[src/rtl/sync_stream_fifo.sv]
// Single-clock valid/ready FIFO over distributed RAM with arbitrary depth,
// programmable almost-full/almost-empty thresholds, synchronous flush and fill count.
module sync_stream_fifo #(
    parameter int DATA_WIDTH   = 32,
    parameter int DEPTH        = 24,
    parameter int ALMOST_FULL  = 20,
    parameter int ALMOST_EMPTY = 4,
    localparam int PtrW = (DEPTH > 2) ? $clog2(DEPTH) : 1,
    localparam int CntW = $clog2(DEPTH + 1)
) (
    input  logic                  i_clk,
    input  logic                  i_rst,
    input  logic                  i_flush,
    input  logic                  i_s_valid,
    output logic                  o_s_ready,
    input  logic [DATA_WIDTH-1:0] i_s_data,
    output logic                  o_m_valid,
    input  logic                  i_m_ready,
    output logic [DATA_WIDTH-1:0] o_m_data,
    output logic [CntW-1:0]       o_fill_count,
    output logic                  o_full,
    output logic                  o_empty,
    output logic                  o_almost_full,
    output logic                  o_almost_empty
);

    if (DEPTH < 2) begin : g_bad_depth
        $error("sync_stream_fifo: DEPTH must be >= 2");
    end
    if (ALMOST_FULL < 1 || ALMOST_FULL > DEPTH) begin : g_bad_af
        $error("sync_stream_fifo: ALMOST_FULL must be in 1..DEPTH");
    end
    if (ALMOST_EMPTY < 0 || ALMOST_EMPTY >= DEPTH) begin : g_bad_ae
        $error("sync_stream_fifo: ALMOST_EMPTY must be in 0..DEPTH-1");
    end

    logic [DATA_WIDTH-1:0] mem_q [DEPTH];
    logic [PtrW-1:0]       wr_ptr_q, wr_ptr_d;
    logic [PtrW-1:0]       rd_ptr_q, rd_ptr_d;
    logic [CntW-1:0]       fill_q, fill_d;
    logic                  push, pop;

    // Ready is decoded from registered fill only, so a pop at full never frees a slot
    // in the same cycle.
    assign o_full         = (fill_q == CntW'(DEPTH));
    assign o_empty        = (fill_q == '0);
    assign o_s_ready      = ~o_full;
    assign o_m_valid      = ~o_empty;
    assign o_almost_full  = (fill_q >= CntW'(ALMOST_FULL));
    assign o_almost_empty = (fill_q <= CntW'(ALMOST_EMPTY));
    assign o_fill_count   = fill_q;
    assign o_m_data       = mem_q[rd_ptr_q];

    assign push = i_s_valid & o_s_ready;
    assign pop  = o_m_valid & i_m_ready;

    always_comb begin
        wr_ptr_d = wr_ptr_q;
        rd_ptr_d = rd_ptr_q;
        fill_d   = fill_q;
        if (i_rst || i_flush) begin
            wr_ptr_d = '0;
            rd_ptr_d = '0;
            fill_d   = '0;
        end else begin
            if (push) begin
                wr_ptr_d = (wr_ptr_q == PtrW'(DEPTH - 1)) ? '0 : wr_ptr_q + 1'b1;
            end
            if (pop) begin
                rd_ptr_d = (rd_ptr_q == PtrW'(DEPTH - 1)) ? '0 : rd_ptr_q + 1'b1;
            end
            if (push && !pop) begin
                fill_d = fill_q + 1'b1;
            end else if (pop && !push) begin
                fill_d = fill_q - 1'b1;
            end
        end
    end

    always_ff @(posedge i_clk) begin
        wr_ptr_q <= wr_ptr_d;
        rd_ptr_q <= rd_ptr_d;
        fill_q   <= fill_d;
    end

    // Storage is deliberately left out of reset so it maps onto distributed RAM.
    always_ff @(posedge i_clk) begin
        if (push && !i_rst && !i_flush) begin
            mem_q[wr_ptr_q] <= i_s_data;
        end
    end

endmodule
[config.mk]
export PLATFORM = sky130hd
export DESIGN_NAME = sync_stream_fifo
export DESIGN_NICKNAME = d
export VERILOG_FILES = /design/src/rtl/sync_stream_fifo.sv
export SDC_FILE = /design/constraint.sdc
export NUM_CORES = 1
export LEC_CHECK = 0
export ABC_AREA = 1
export CAP_MARGIN = 40
export CORE_MARGIN = 3
export CORE_UTILIZATION = 45
export DETAILED_ROUTE_END_ITERATION = 10
export SYNTH_ARGS = -nofsm -noshare
export SYNTH_HDL_FRONTEND = slang
export SYNTH_SLANG_ARGS = --single-unit
[constraint.sdc]
create_clock -name i_clk -period 4.8 [get_ports i_clk]
set_clock_uncertainty 0.2 [all_clocks]
set_input_delay 1.44 -clock i_clk [delete_from_list [all_inputs] [get_ports i_clk]]
set_output_delay 1.44 -clock i_clk [all_outputs]
set_load 0.02 [all_outputs]
==> metrics.txt, run 1 <==
Clock Path Buffers 3; period utilization 0.989; io pins 80; most frequent cells in the layout edfxtp_1, nand2_1, nand3_1, inv_1, nor2_1; storage element area 23500 sq um; Post-Synthesis Cell Area 33200 sq um; total die area 77100 sq um; Final Hold Viols 0; Worst Setup End Kind primary output; min Tclk post-route 4750 ps; Seq cells post-synth 788; die height 278 um; fin. max-slew vios 0; first-pass GRT wire length 131 mm; Die W 278 um; Hold Slack 315 ps; worst-margin pin slew 909 ps; drt via density 5.33; largest family of logic cells by synthesized area simple AND/OR/NAND/NOR gates; DRT antenna net count 0; Final setup viols 0; Synth Area in Compound Gates 0.0378; final instance area 38000 sq um; Core ar. 72300 sq um; root buffer cell clkbuf_16; Peak VDD IR 0.422 mV; dpl cell area 35500 sq um; Sink Count 788; Yosys cell types 26; simple-gate share of the synthesized area 0.178; initial DRC count 2039; Worst EP required 3160 ps; final-stage net count 3130; DPL Wire Length 43.4 mm; max_slew headroom 0.392; first drt pass iteration count 5; synthesized-area fraction occupied by adder cells 0.00399; initial antenna violation count 3; xor/xnor share of the synthesized area 0.00132; DR WL/cell 21.6 um; Max-Cap Viols 0; Initial Utilization 0.459; synth warn 0; Worst-path clk slew 60 ps; multiplexer area fraction after synthesis 0; Post-Syn Instances 3020; final core utilization 0.525; Area growth, synth to finish 14.3%; worst-skew pair later-pin latency 610 ps; sequential area share after synthesis 0.706; WP data arrival 3110 ps; GP Congestion 0.780; average size of a mapped cell 11.0 sq um; vias after detailed routing 21812; CTS tree done; Hold Path Class register to register; total congestion overflow 0; share of post-route cells with drive strength above 1 0.0642; footprint of the multi-input gates 7510 sq um; start-to-end type of the worst setup path register to primary output; outcome complete, no violations; final wirelength 88.3 mm; Max FO, Critical Path 70; Port-buffer cells 79; Fill cells 6172; LEAKAGE 14.7 nW; Pwr Density 382 nW/um^2; syn nets 3067; Startpoint Class register; Inst Count DP 3949; Finished Layout Cells 4095; CTS Buf Count 78; Core Rows 98; DR DRC count 0; Max Fclk 211 MHz; number of global-route vias before repair 21209; H-tree levels 3; largest net degree at the start of global routing 169; Total GRT Usage 0.226; commonest non-fill, non-tap cell in the layout edfxtp_1
-- cell usage after synthesis --
cell,instances,share of area
edfxtp_1,768,0.69
nand2_1,764,0.086
nand3_1,430,0.065
inv_1,408,0.046
nor2_1,231,0.026
o21ai_0,121,0.018
o211ai_1,64,0.014
buf_2,51,0.0077
clkbuf_1,51,0.0058
buf_1,27,0.0031
buf_6,21,0.0071
dfxtp_1,20,0.012
o21ai_1,17,0.0026
a21oi_1,12,0.0018
buf_4,12,0.0027
ha_1,9,0.0034
xor2_1,3,0.00079
nor3_1,2,0.00030
xnor2_1,2,0.00053
a22oi_1,1,0.00023
a31o_2,1,0.00026
clkinv_1,1,0.00011
fa_1,1,0.00060
inv_4,1,0.00019
o21a_1,1,0.00023
or2_2,1,0.00019
-- flip-flops by register name, indices dropped and copies added, names as in the netlist, named ones only --
| signal | flops |
|---|---|
| mem_q | 768 |
| o_fill_count | 5 |
| rd_ptr_q | 5 |
| wr_ptr_q | 5 |
-- path summary, 6_finish.rpt --
| path | cells after the start | from | slack [ps] | endpoint |
|---|---|---|---|---|
| min reg2reg | 2 | rd_ptr_q[2]$_SDFFE_PP0N_ | 320 | register |
| min | 2 | rd_ptr_q[2]$_SDFFE_PP0N_ | 320 | register |
| max reg2reg | 9 | o_fill_count[0]$_SDFFE_PP0P_ | 1960 | mem_q[23][29]$_DFFE_PP_ |
| max | 11 | register | 50 | o_m_data[2] |
-- through the flow --
step	worst slack, ps	power (W)	setup TNS [ps]
finish	51.7	0.0145	0
global route	-2.28	0.0150	-2.28
CTS	4.14	0.0146	0
detailed placement	593	0.00886	0
global placement	560	0.00884	0
floorplan	577	0.00842	0
-- worst max-delay path: stages, from the launching register on --
cell	delay [ps]
dfxtp_4	400
buf_12	150
buf_4	170
clkbuf_16	270
nand2_1	140
nand3_1	100
nand3_1	140
nand3_1	80
nand2_1	100
nand2_1	60
nand2_1	200
clkdlybuf4s50_1	650
-- kinds of logic after synthesis --
logic type	after synthesis
buf+inv	572
flops	788
fa+ha+maj	10
simple gates	1428
compound gates	217
xor+xnor	5
-- metal layers --
metal | GRT usage | part of all wire | wire length [um]
met3 | 0.0338 | 0.072 | 6370
met5 | 0 | 0.00035 | 31
met1 | 0.306 | 0.42 | 37500
met4 | 0.0646 | 0.021 | 1810
met2 | 0.381 | 0.48 | 42600
-- repair_timing --
| item | in CTS | in global routing |
|---|---|---|
| buffers inserted | 0 | 2 |
| hold buffers | 0 | 0 |
| endpoints found under the setup margin | 7 | 18 |
| endpoints found under the hold margin | 0 | 0 |
| gates resized for setup | 3 | 9 |
| cloned | 0 | 2 |
-- cell type report --
type                            count  area share
Sequential cell                   788       0.618
Multi-Input combinational cell   1660       0.198
Clock buffer                      105      0.0563
Timing Repair Buffer              145      0.0484
Inverter                          410      0.0415
Tap cell                          950      0.0313
Clock inverter                     36     0.00606
Antenna cell                        1   0.0000659
-- power breakdown --
group | internal, W | total (W) | switching [W]
Sequential | 0.00757 | 0.00759 | 0.0000188
Clock | 0.00323 | 0.00574 | 0.00250
Combinational | 0.000373 | 0.00116 | 0.000788
Total | 0.0112 | 0.0145 | 0.00331
(Power assumes the default switching activity.)
==> run 2: changes to the inputs <==
--- a/config.mk
+++ b/config.mk
@@ -15 +15,2 @@
 export SYNTH_SLANG_ARGS = --single-unit
+export TNS_END_PERCENT = 1
==> constraint.sdc (replaced) <==
create_clock -name i_clk -period 4.62 [get_ports i_clk]
set_clock_uncertainty 0.2 [all_clocks]
set_input_delay 1.386 -clock i_clk [delete_from_list [all_inputs] [get_ports i_clk]]
set_output_delay 1.386 -clock i_clk [all_outputs]
set_load 0.1 [all_outputs]
==> metrics.txt, run 2 (synthesis results as in run 1) <==
cells on worst reg2reg path 7 (was 9); DR WL/cell 20.9 um (was 21.6 um); Final Hold Viols 0 (unchanged); Max FO, Critical Path 72 (was 70); number of global-route vias before repair 21554 (was 21209); DRT antenna net count 0 (unchanged); start-to-end type of the worst setup path register to primary output (unchanged); Max Fclk 222 MHz; CTS Hold Bufs 0 (unchanged); drt via density 5.28 (was 5.33); RSZ-0062 raised after global routing yes; DPL Wire Length 46.3 mm (was 43.4 mm); Hold Path Class register to register (unchanged); max_slew headroom 0.381 (was 0.392); Die W 278 um (unchanged); largest net degree at the start of global routing 127 (was 169); Largest register FFs 768 (unchanged); Core Rows 98 (unchanged); CTS Buf Count 80 (was 78); share of post-route cells with drive strength above 1 0.0819 (was 0.0642); min Tclk post-route 4500 ps; Core ar. 72300 sq um (unchanged); commonest non-fill, non-tap cell in the layout edfxtp_1 (unchanged); CTS tree done (unchanged); H-tree levels 3 (unchanged); outcome complete, no violations (unchanged); power consumption 0.0159 W (was 0.0145 W); worst-margin pin slew 925 ps (was 909 ps); most flop-heavy register mem_q (unchanged); worst-skew pair later-pin latency 610 ps (about the same); first drt pass iteration count 6 (was 5); WP data arrival 2910 ps (was 3110 ps); Peak VDD IR 0.402 mV (was 0.422 mV); Initial Utilization 0.459 (unchanged); Inst Count DP 3964 (was 3949); first-pass GRT wire length 131 mm (about the same); final wirelength 86.1 mm (was 88.3 mm); r2r setup slk 1680 ps (was 1960 ps); Reg2Reg Launch Point o_fill_count[0]$_SDFFE_PP0P_ (unchanged); Worst-path clk slew 60 ps (about the same); final instance area 38500 sq um (was 38000 sq um); Worst Setup End Kind primary output (unchanged); io pins 80 (unchanged); reg2reg end mem_q[18][22]$_DFFE_PP_ (was mem_q[23][29]$_DFFE_PP_); DR DRC count 0 (unchanged); Worst EP required 3030 ps (was 3160 ps); Area growth, synth to finish 16.0% (was 14.3%); Sink Count 788 (unchanged); total congestion overflow 0 (unchanged); GP Congestion 0.777 (was 0.780); Hold Slack 324 ps (was 315 ps); total die area 77100 sq um (unchanged); Pwr Density 414 nW/um^2 (was 382 nW/um^2); fin. max-slew vios 0 (unchanged); Total GRT Usage 0.224 (was 0.226); initial antenna violation count 4 (was 3); Fill cells 6138 (was 6172); LEAKAGE 15.0 nW (was 14.7 nW); hold path cells 2 (unchanged); Finished Layout Cells 4112 (was 4095); Startpoint Class register (unchanged); Max-Cap Viols 0 (unchanged); die height 278 um (unchanged); period utilization 0.973; initial DRC count 1918 (was 2039); worst min-delay path startpoint rd_ptr_q[0]$_SDFFE_PP0N_ (was rd_ptr_q[2]$_SDFFE_PP0N_); Final setup viols 0 (unchanged); final core utilization 0.533 (was 0.525); vias after detailed routing 21718 (was 21812); Port-buffer cells 79 (unchanged); dpl cell area 36000 sq um (was 35500 sq um); root buffer cell clkbuf_16 (unchanged); Clock Path Buffers 3 (unchanged); most frequent cells in the layout edfxtp_1, nand2_1, nand3_1, inv_1, nor2_1 (unchanged); final-stage net count 3143 (was 3130)
[run 2: changes by cell type in the layout (fill, tap and decap cells not counted), sizes merged]
cell | previous run | this run
buf | 66 | 114
clkinv | 33 | 38
clkdlybuf4s50 | 73 | 42
inv | 411 | 413
clkbuf | 107 | 95
dlymetal6s2s | 4 | 0
clkinvlp | 0 | 3
bufinv | 2 | 8
[run 2: worst max-delay path by stage]
stage,start,end,slack [ps],cells past startpoint
floorplan,o_fill_count[0]$_SDFFE_PP0P_,mem_q[11][0]$_DFFE_PP_,-180,8
global placement,i_rst,mem_q[18][22]$_DFFE_PP_,510,7
detailed placement,i_rst,mem_q[18][22]$_DFFE_PP_,520,7
CTS,register,o_m_data[11],60,11
global route,register,o_m_data[19],-40,11
finish,register,o_m_data[19],120,11
[run 2: cell type report]
type / instances / area, sq um / share of cell area
Multi-Input combinational cell: 1660 / 7510 / 0.195
Clock buffer: 95 / 2120 / 0.0551
Antenna cell: 1 / 2.50 / 0.0000649
Clock inverter: 52 / 453 / 0.0118
Timing Repair Buffer: 156 / 2220 / 0.0577
Inverter: 410 / 1560 / 0.0405
Tap cell: 950 / 1190 / 0.0308
Sequential cell: 788 / 23500 / 0.609
[run 2: metal layers]
layer / track usage / up-vias / share of wire
met5: 0 / - / 0.00049
met4: 0.0716 / 6 / 0.027
met3: 0.0327 / 156 / 0.059
met2: 0.375 / 677 / 0.48
met1: 0.302 / 10632 / 0.43
li1: - / 10247 / -
[run 2: repair_timing]
| item | CTS | global route |
|---|---|---|
| setup buffers | 0 | 0 |
| resized for setup | 0 | 1 |
| endpoints found under the setup margin | 0 | 9 |
[run 2: stage by stage]
stage	TNS, ps	setup slack, ps
final	0	123
after global routing	-66.9	-42.6
after CTS	0	57.3
after detailed placement	0	520
after global placement	0	507
after floorplan	-106710	-178
[run 2: power breakdown]
group	internal, W	leakage, nW	switching (W)	total, W
Sequential	0.00786	7.07	0.0000222	0.00788
Clock	0.00373	1.26	0.00266	0.00639
Combinational	0.000485	6.66	0.00118	0.00167
[run 2: worst max-delay path, stage by stage (launching register included)]
cell,delay (ps)
dfxtp_4,560
clkinv_8,230
buf_12,280
buf_4,260
nand2_1,70
nand3_1,60
nand3_1,110
nand3_1,110
nand2_1,110
nand2_1,80
nand2_1,150
buf_12,190
==> run 3: changes to the inputs <==
Settings changed: CORE_ASPECT_RATIO set to 0.8, CTS_BUF_LIST set to sky130_fd_sc_hd__clkbuf_4 sky130_fd_sc_hd__clkbuf_8, CTS_CLUSTER_SIZE set to 16.
==> metrics.txt, run 3 (synthesis results as in run 1) <==
final instance area 38500 sq um (about the same); power consumption 0.0154 W (was 0.0159 W); commonest non-fill, non-tap cell in the layout edfxtp_1 (unchanged); Final setup viols 0 (unchanged); Combinational Power Share 0.112 (was 0.105); Core ar. 72600 sq um (was 72300 sq um); Hold Path Class register to register (unchanged); RSZ-0062 raised after global routing no (was yes); number of global-route vias before repair 21854 (was 21554); CTS Buf Count 131 (was 80); total congestion overflow 0 (unchanged); Max Fclk 223 MHz (was 222 MHz); post-CTS setup buffer count 0 (unchanged); LEAKAGE 15.1 nW (was 15.0 nW); Worst-path clk slew 60 ps (about the same); Port-buffer cells 79 (unchanged); Fill cells 6020 (was 6138); most frequent cells in the layout edfxtp_1, nand2_1, nand3_1, inv_1, nor2_1 (unchanged); GP Congestion 0.788 (was 0.777); final wirelength 87.7 mm (was 86.1 mm); CTS tree done (unchanged); dpl cell area 36000 sq um (about the same); Final Hold Viols 0 (unchanged); Reg power frac 0.513 (was 0.495); initial DRC count 2069 (was 1918); outcome complete, no violations (unchanged); most flop-heavy register mem_q (unchanged); Net Sw Power 0.00391 W (was 0.00387 W); root buffer cell clkbuf_8 (was clkbuf_16); Sink Count 788 (unchanged); Max FO, Critical Path 93 (was 72); Largest register FFs 768 (unchanged); clock share of power 0.375 (was 0.401); total die area 77100 sq um (about the same); Startpoint Class register (unchanged); drt via density 5.31 (was 5.28); routing usage on met1 0.321 (was 0.302); worst-skew pair later-pin latency 770 ps (was 610 ps); largest net degree at the start of global routing 163 (was 127); final-stage net count 3209 (was 3143); first-pass GRT wire length 132 mm (was 131 mm); Peak VDD IR 0.281 mV (was 0.402 mV); Max-Cap Viols 0 (unchanged); Worst Setup End Kind primary output (unchanged); Int Power 0.0115 W (was 0.0121 W); die height 249 um (was 278 um); slowest CP cell buf_12 (was dfxtp_4); Area growth, synth to finish 16.0% (about the same); Worst EP required 3030 ps (about the same); GR Layer Usage met2 0.345 (was 0.375); start-to-end type of the worst setup path register to primary output (unchanged); period utilization 0.969 (was 0.973); Die W 310 um (was 278 um); DR DRC count 0 (unchanged); worst path cell trace buf_12 > buf_4 > nand3_1 > nand3_1 > nand3_1 > nand2_1 > nand2_1 > nand2_1 > buf_12 (was clkinv_8 > buf_12 > buf_4 > nand2_1 > nand3_1 > nand3_1 > nand3_1 > nand2_1 > nand2_1 > nand2_1 > buf_12); WP data arrival 2890 ps (was 2910 ps); hold path cells 2 (unchanged); first drt pass iteration count 6 (unchanged); Initial Utilization 0.458 (was 0.459); Core Rows 88 (was 98); min Tclk post-route 4480 ps (was 4500 ps); final core utilization 0.531 (was 0.533); fin. max-slew vios 0 (unchanged); io pins 80 (unchanged); worst-margin pin slew 933 ps (was 925 ps); DPL Wire Length 48.3 mm (was 46.3 mm); DR WL/cell 20.9 um (about the same); vias after detailed routing 22285 (was 21718); GRT Max-Usage Layer met2 (unchanged); max_slew headroom 0.376 (was 0.381); Total GRT Usage 0.227 (was 0.224); cells on worst reg2reg path 9 (was 7); DRT antenna net count 0 (unchanged); max incr delay on CP 400 ps (was 560 ps); met3 Use GR 0.0422 (was 0.0327); share of post-route cells with drive strength above 1 0.110 (was 0.0819); H-tree levels 4 (was 3); n_diodes 0 (was 1); Pwr Density 399 nW/um^2 (was 414 nW/um^2); switching fraction of total power 0.254 (was 0.243); initial antenna violation count 1 (was 4); CTS Hold Bufs 0 (unchanged); Clock Path Buffers 3 (unchanged)
-- run 3: final cells by class --
class / instances / area [sq um] / area share
multi-input combinational: 1660 / 7510 / 0.195
sequential: 788 / 23500 / 0.609
inverter: 410 / 1560 / 0.0406
clock buffer: 182 / 2240 / 0.0580
tap: 945 / 1180 / 0.0307
timing repair buffer: 171 / 2390 / 0.0620
clock inverter: 39 / 171 / 0.00445
-- run 3: worst paths after layout --
path / from / to / slack [ps]
min: rd_ptr_q[1]$_SDFFE_PP0N_ / register / 330
max reg2reg: o_fill_count[0]$_SDFFE_PP0P_ / mem_q[15][9]$_DFFE_PP_ / 1720
min reg2reg: rd_ptr_q[1]$_SDFFE_PP0N_ / register / 330
max: register / o_m_data[3] / 140
-- run 3: per-stage QoR --
| step | TNS [ps] | hold slack, ps | cells | worst slack [ps] |
|---|---|---|---|---|
| CTS | 0 | 331 | 4192 | 25.2 |
| finish | 0 | 330 | 4195 | 141 |
| global route | 0 | 350 | 4195 | 10.2 |
| global placement | 0 | 305 | 3943 | 566 |
| floorplan | -106710 | 281 | 3020 | -178 |
| detailed placement | 0 | 315 | 3971 | 617 |
-- run 3: critical path: cells and delay by family (launching register included) --
| family | cells | cell delay [ps] |
|---|---|---|
| DFF | 1 | 390 |
| buffers and inverters | 3 | 960 |
| and+or+nand+nor | 6 | 680 |
-- run 3: power by group through the flow --
stage	combinational, W	sequential, W	clock, W
floorplan	0.00102	0.00806	0
global placement	0.00164	0.00803	0
detailed placement	0.00171	0.00803	0
CTS	0.00171	0.00788	0.00590
global route	0.00185	0.00788	0.00618
finish	0.00173	0.00788	0.00577
-- run 3: per-layer routing --
layer,vias up,wire length [um]
met5,-,0
met4,0,2690
met3,162,6770
met2,908,40200
met1,10818,38100
li1,10397,-
-- run 3: timing repair --
item / in CTS / in global routing
gates resized for setup: 2 / 6
setup endpoints to repair: 7 / 16
endpoints found under the hold margin: 0 / 0
cloned: 0 / 2
